## config.mk

```make
export PLATFORM = sky130hd
export DESIGN_NAME = exception_controller_flat
export DESIGN_NICKNAME = d
export VERILOG_FILES = /design/src/rtl/exception_controller_if.sv /design/src/rtl/exception_controller.sv /design/src/flat_wrapper.sv
export SDC_FILE = /design/constraint.sdc
export NUM_CORES = 1
export LEC_CHECK = 0
export ABC_AREA = 1
export CAP_MARGIN = 20
export CELL_PAD_IN_SITES_DETAIL_PLACEMENT = 0
export CELL_PAD_IN_SITES_GLOBAL_PLACEMENT = 1
export CORE_MARGIN = 10
export CORE_UTILIZATION = 35
export CTS_BUF_LIST = sky130_fd_sc_hd__clkbuf_4
export DETAILED_ROUTE_END_ITERATION = 8
export GPL_ROUTABILITY_DRIVEN = 0
export PLACE_DENSITY_LB_ADDON = 0.2
export SLEW_MARGIN = 20
export SYNTH_ARGS = -nofsm -noshare
export SYNTH_HDL_FRONTEND = slang
export SYNTH_SLANG_ARGS = --single-unit
```

## constraint.sdc

```tcl
create_clock -name clk -period 2.8 [get_ports clk]
set_clock_uncertainty 0.1 [all_clocks]
set_input_delay 0.56 -clock clk [delete_from_list [all_inputs] [get_ports clk]]
set_output_delay 0.56 -clock clk [all_outputs]
set_load 0.005 [all_outputs]
```

## src/rtl/exception_controller_if.sv

```systemverilog
// Vector-table read port: the controller issues a word request and the memory
// answers with one data beat qualified by vec_valid.
interface exception_controller_if;
   logic        vec_req;
   logic [31:0] vec_addr;
   logic [15:0] vec_data;
   logic        vec_valid;

   modport master (output vec_req, vec_addr, input vec_data, vec_valid);
   modport slave  (input vec_req, vec_addr, output vec_data, vec_valid);
endinterface

```

## src/rtl/exception_controller.sv

```systemverilog
// Precise memory-exception sequencer: saves EPC/cause, flushes the pipeline,
// fetches the 32-bit handler address as two 16-bit vector words, then redirects.
module exception_controller #(
   parameter logic [31:0] VEC_BASE    = 32'h0000_0002,
   parameter int          TIMEOUT     = 16,
   parameter logic [31:0] FALLBACK_PC = 32'h0000_0000
) (
   input  logic                          clk,
   input  logic                          rst_n,
   input  logic [1:0]                    i_exc_code,
   input  logic                          i_exc_en,
   input  logic [31:0]                   i_mem_pc,
   output logic                          o_busy,
   output logic                          o_stall,
   output logic                          o_flush,
   output logic [31:0]                   o_epc,
   output logic                          o_epc_we,
   output logic [1:0]                    o_cause,
   output logic                          o_pc_sel,
   output logic [31:0]                   o_pc_target,
   output logic                          o_vec_fault,
   exception_controller_if.master        vec
);

   typedef enum logic [2:0] {IDLE, FLUSH, FETCH_HI, FETCH_LO, REDIRECT} state_t;

   state_t      state_reg, state_next;
   logic [1:0]  cause_reg;
   logic [31:0] epc_reg;
   logic [31:0] target_reg;
   logic [31:0] addr_reg;
   logic [4:0]  cnt_reg;
   logic        fault_reg;

   logic accept;
   logic timeout;

   assign accept  = i_exc_en && (i_exc_code != 2'b00);
   assign timeout = (cnt_reg == 5'(TIMEOUT - 1));

   always_ff @(posedge clk) begin
      if (!rst_n) begin
         state_reg  <= IDLE;
         cause_reg  <= 2'b00;
         epc_reg    <= 32'h0;
         target_reg <= 32'h0;
         addr_reg   <= 32'h0;
         cnt_reg    <= 5'd0;
         fault_reg  <= 1'b0;
      end else begin
         state_reg <= state_next;
         case (state_reg)
            IDLE: begin
               if (accept) begin
                  cause_reg <= (i_exc_code == 2'b10) ? 2'b10 : 2'b01;
                  epc_reg   <= i_mem_pc;
               end
            end
            FLUSH: begin
               addr_reg <= (cause_reg == 2'b10) ? VEC_BASE + 32'd2 : VEC_BASE;
               cnt_reg  <= 5'd0;
            end
            FETCH_HI: begin
               // A beat in the final wait cycle still counts; valid beats timeout.
               if (vec.vec_valid) begin
                  target_reg[31:16] <= vec.vec_data;
                  addr_reg          <= addr_reg + 32'd1;
                  cnt_reg           <= 5'd0;
               end else if (timeout) begin
                  target_reg <= FALLBACK_PC;
                  fault_reg  <= 1'b1;
               end else begin
                  cnt_reg <= cnt_reg + 5'd1;
               end
            end
            FETCH_LO: begin
               if (vec.vec_valid) begin
                  target_reg[15:0] <= vec.vec_data;
               end else if (timeout) begin
                  target_reg <= FALLBACK_PC;
                  fault_reg  <= 1'b1;
               end else begin
                  cnt_reg <= cnt_reg + 5'd1;
               end
            end
            REDIRECT: fault_reg <= 1'b0;
            default: ;
         endcase
      end
   end

   always_comb begin
      state_next  = state_reg;
      o_busy      = 1'b0;
      o_stall     = 1'b0;
      o_flush     = 1'b0;
      o_epc_we    = 1'b0;
      o_pc_sel    = 1'b0;
      o_vec_fault = 1'b0;
      vec.vec_req = 1'b0;
      case (state_reg)
         IDLE: begin
            if (accept) state_next = FLUSH;
         end
         FLUSH: begin
            o_busy     = 1'b1;
            o_stall    = 1'b1;
            o_flush    = 1'b1;
            o_epc_we   = 1'b1;
            state_next = FETCH_HI;
         end
         FETCH_HI: begin
            o_busy      = 1'b1;
            o_stall     = 1'b1;
            vec.vec_req = 1'b1;
            if (vec.vec_valid)  state_next = FETCH_LO;
            else if (timeout)   state_next = REDIRECT;
         end
         FETCH_LO: begin
            o_busy      = 1'b1;
            o_stall     = 1'b1;
            vec.vec_req = 1'b1;
            if (vec.vec_valid || timeout) state_next = REDIRECT;
         end
         REDIRECT: begin
            o_busy      = 1'b1;
            o_stall     = 1'b1;
            o_pc_sel    = 1'b1;
            o_vec_fault = fault_reg;
            state_next  = IDLE;
         end
         default: state_next = IDLE;
      endcase
   end

   assign o_epc        = epc_reg;
   assign o_cause      = cause_reg;
   assign o_pc_target  = target_reg;
   assign vec.vec_addr = addr_reg;

endmodule

```

## src/flat_wrapper.sv

```systemverilog
// flat-port wrapper written by rule: the top's interface ports become plain ports
module exception_controller_flat 
#(
   parameter logic [31:0] VEC_BASE    = 32'h0000_0002,
   parameter int          TIMEOUT     = 16,
   parameter logic [31:0] FALLBACK_PC = 32'h0000_0000
)
  (clk, rst_n, i_exc_code, i_exc_en, i_mem_pc, o_busy, o_stall, o_flush, o_epc, o_epc_we, o_cause, o_pc_sel, o_pc_target, o_vec_fault, vec_vec_req, vec_vec_addr, vec_vec_data, vec_vec_valid);
  exception_controller_if vec_i ();
  input  logic clk;
  input  logic rst_n;
  input  logic [1:0] i_exc_code;
  input  logic i_exc_en;
  input  logic [31:0] i_mem_pc;
  output logic o_busy;
  output logic o_stall;
  output logic o_flush;
  output logic [31:0] o_epc;
  output logic o_epc_we;
  output logic [1:0] o_cause;
  output logic o_pc_sel;
  output logic [31:0] o_pc_target;
  output logic o_vec_fault;
  output wire logic [$bits(vec_i.vec_req)-1:0] vec_vec_req;
  output wire logic [$bits(vec_i.vec_addr)-1:0] vec_vec_addr;
  input wire logic [$bits(vec_i.vec_data)-1:0] vec_vec_data;
  input wire logic [$bits(vec_i.vec_valid)-1:0] vec_vec_valid;
  assign vec_vec_req = vec_i.vec_req;
  assign vec_vec_addr = vec_i.vec_addr;
  assign vec_i.vec_data = vec_vec_data;
  assign vec_i.vec_valid = vec_vec_valid;
  exception_controller #(.VEC_BASE(VEC_BASE), .TIMEOUT(TIMEOUT), .FALLBACK_PC(FALLBACK_PC)) u_core (.clk(clk), .rst_n(rst_n), .i_exc_code(i_exc_code), .i_exc_en(i_exc_en), .i_mem_pc(i_mem_pc), .o_busy(o_busy), .o_stall(o_stall), .o_flush(o_flush), .o_epc(o_epc), .o_epc_we(o_epc_we), .o_cause(o_cause), .o_pc_sel(o_pc_sel), .o_pc_target(o_pc_target), .o_vec_fault(o_vec_fault), .vec(vec_i));
endmodule
```

==> results.md <==
- Outcome: finished clean
- Synthesized area: 4490 um2
- Post-synthesis sequential area ratio: 47.7%
- Die W: 133 um
- Clk slew on worst S/H paths: 0.16 ns
- Setup crit end kind: output pin
- Min-Delay Path Depth: 2
- Finished Cell Area: ~6400 um2
- Post-synth EDFFs: 0
- Yosys reg bits: ~110
- Pin count of the biggest net entering global routing: 40
- Reg power frac: around 45%
- DP Wirelength: 10500 um
- Core area: 12600 um2
- CP Launch Type: register
- Slew @ Worst Pin: between 0.6 and 0.7 ns
- DR WL/cell: 14.5 um
- Most numerous cell in the Yosys netlist: nand2_1
- Pre-CTS setup slack: 0.322 ns
- Critical path peak fanout: 6
- CTS resizes: 0
- RSZ-0062 raised after global routing: false
- Post CTS Setup Buffer Count: 0
- Final Hold Fails: 0
- First-pass GRT wire length: 22600 um
- Max Slew Vio Count: 0
- Internal power component: between 2 and 3 mW
- Area of placed instances: 6220 um2
- Critical Path RT: between 2 and 2.5 ns
- Post-synthesis xor/xnor area fraction: 0.195%
- Arrival @ worst endpoint: about 1.9 ns
- Power Density: 644 nW/um2
- Leakage: 2.40 nW
- Hold endpoint: u_core.cnt_reg[4]
- Area delta synth->final: 41.5%
- Vias in the first global route: 4410
- Total global-route track usage: 15.6%
- Largest family of logic cells by synthesized area: simple AND/OR/NAND/NOR gates
- Die height: 133 um
- Vias per Instance: 4.69
- Vias: 4503
- DR pass1 iterations: 6
- CTS tree: yes
- N_diodes: 0
- Met1 Usage GRT: 17.1%
- Slew margin rel.: between 50 and 60%
- Max cap viols: 0
- CTS root buffer: clkbuf_4
- R2R cell count: 12
- Fmax: roughly 0.39 GHz
- Clk buf depth: 2
- Final WL: between 10000 and 15000 um
- Most used DFF post-synth: dfxtp_1
- Clk sink count: 107
- Share of the synthesized area in the top cell type: approximately 48%
- Site Rows: 41
- Mux cell area share after synthesis: 0%
- H-tree depth: 3
- Synth Area in Compound Gates: 13.3%
- Switching power: 1.40 mW
- Clock network fraction of design power: approximately a fifth
- GR peak layer: met2
- Worst-Skew Late Latency: approximately 0.47 ns
- Comb power frac: 35.0%
- Initial Util: a little over a third
- Fraction of layout cells with a size suffix above 1: 5.70%
- Util after Layout: 50.4%
- CTS Hold Buffers Added: 0
- Fill cells: roughly 1300
- Setup_tns: 0 ns
- Met3 Use GR: 5.68%
- Reg2Reg Setup Slack: around 0.84 ns
- Switching fraction of total power: 34.3%
- Ports: 159
- Nets: 840
- Simple-gate share of the synthesized area: a little under a third
- Yosys Warn Count: 0
- Tcrit/Tclk final: approximately nine tenths
- Initial antenna violation count: 0
- Post-route antenna net violation count: 0
- Synth Instances: 632
- Synth top area cells: dfxtp_1 (48%), nand2_1 (12%), nor2_1 (10%)
- Synth unique cells: 36
- Hold Crit Class: reg2reg
- Grt total ovfl: 0
- Final setup fails: 0
- CTS buffer count: 9
- Cell taking the most area after synthesis: dfxtp_1
- Avg Synthesized Cell Area: 7.11 um2
- VDD IR max: 0.358 mV
- Die Footprint: between 15000 and 20000 um2
- Drt drc: 0
- Synth Area in Adders: 0.557%
- Final Critical Period: about 2.6 ns
- Met2 Use GR: 26.7%
- HP Start: u_core.cnt_reg[4]
- Kind of critical path: reg2out
- Async S/R FF share, synth: 0%
- I/O Buffers: roughly 160
- Iteration-0 DRC Markers: 261
- Post-Syn Nets: around 690
- Worst R2R Start: u_core.vec.vec_addr[0]
- RR Endpoint: u_core.vec.vec_addr[16]
- Top cells by count, synth: nand2_1 (143), nor2_1 (124), dfxtp_1 (107)
- PnR worst setup slack: about 0.23 ns
==> critical path: stages (launching register included) <==
cell and delay, ns:
dfxtp_1 0.36, inv_2 0.11, nand2_1 0.08, nor2_1 0.17
inv_1 0.08, nor2_1 0.10, clkdlybuf4s50_1 0.53
==> cell families after synthesis <==
group,Yosys count
compound gates,109
xor+xnor,1
fa+ha+maj,2
buf+inv,91
flops,107
simple gates,322
==> final cells by class <==
class / instances / area (um2) / share of cell area (%)
timing repair buffer: 164 / 1630 / 25.6
sequential: 107 / 2140 / 33.7
multi-input combinational: 434 / 1980 / 31.2
clock buffer: 11 / 82.6 / 1.30
clock inverter: 5 / 53.8 / 0.846
tap: 172 / 215 / 3.38
inverter: 68 / 255 / 4.01
==> stage by stage <==
| step | cells | hold WS (ns) | power, mW |
|---|---|---|---|
| 6_report | 961 | 0.356 | 4.10 |
| 2_1_floorplan | 632 | 0.323 | 2.63 |
| 3_5_place_dp | 945 | 0.340 | 3.34 |
| 5_1_grt | 961 | 0.390 | 4.40 |
| 4_1_cts | 961 | 0.362 | 4.16 |
| 3_3_place_gp | 945 | 0.342 | 3.31 |
==> routing by layer <==
layer	up-vias	share of wire (%)
met5	-	0
met4	0	2.1
met3	21	7.0
met2	98	51
met1	2063	40
li1	2321	-
==> layout by cell type (no fill, tap or decap), drive strengths merged, types with 2 or more instances in the layout <==
| cell type | netlist | layout |
|---|---|---|
| buf | 11 | 6 |
| nand3b | 2 | 2 |
| nand2 | 147 | 147 |
| o211a | 2 | 2 |
| clkinv | 1 | 3 |
| nand3 | 17 | 17 |
| or2 | 3 | 3 |
| inv | 67 | 67 |
| o21ai | 49 | 49 |
| a21oi | 48 | 48 |
| nor3 | 11 | 11 |
| ha | 2 | 2 |
| clkdlybuf4s50 | 0 | 158 |
| clkbuf | 12 | 11 |
| clkinvlp | 0 | 2 |
| dfxtp | 107 | 107 |
| nand4 | 13 | 13 |
| a2bb2oi | 2 | 2 |
| a211oi | 4 | 4 |
| nor2 | 128 | 128 |
==> how the worst max path moves through the flow <==
stage          depth (start not counted)                   start                 endpoint  slack [ns]
4_1_cts                                6     u_core.state_reg[0]                  o_stall        0.18
5_1_grt                                6     u_core.state_reg[0]              o_vec_fault        0.05
3_5_place_dp                           8           vec_vec_valid  u_core.vec.vec_addr[18]        0.32
2_1_floorplan                         12  u_core.vec.vec_addr[0]  u_core.vec.vec_addr[16]        1.17
6_report                               6     u_core.state_reg[0]              o_vec_fault        0.23
3_3_place_gp                          10           vec_vec_valid  u_core.vec.vec_addr[16]        0.35
==> power by group through the flow <==
stage                     clock [mW]  sequential (mW)  combinational (mW)
after floorplan                    0             1.89               0.739
after global placement             0             1.88                1.43
after detailed placement           0             1.89                1.45
after CTS                      0.843             1.86                1.46
after global routing           0.907             1.89                1.60
final                          0.807             1.86                1.43
No activity file was read; power rests on OpenSTA's default activity.
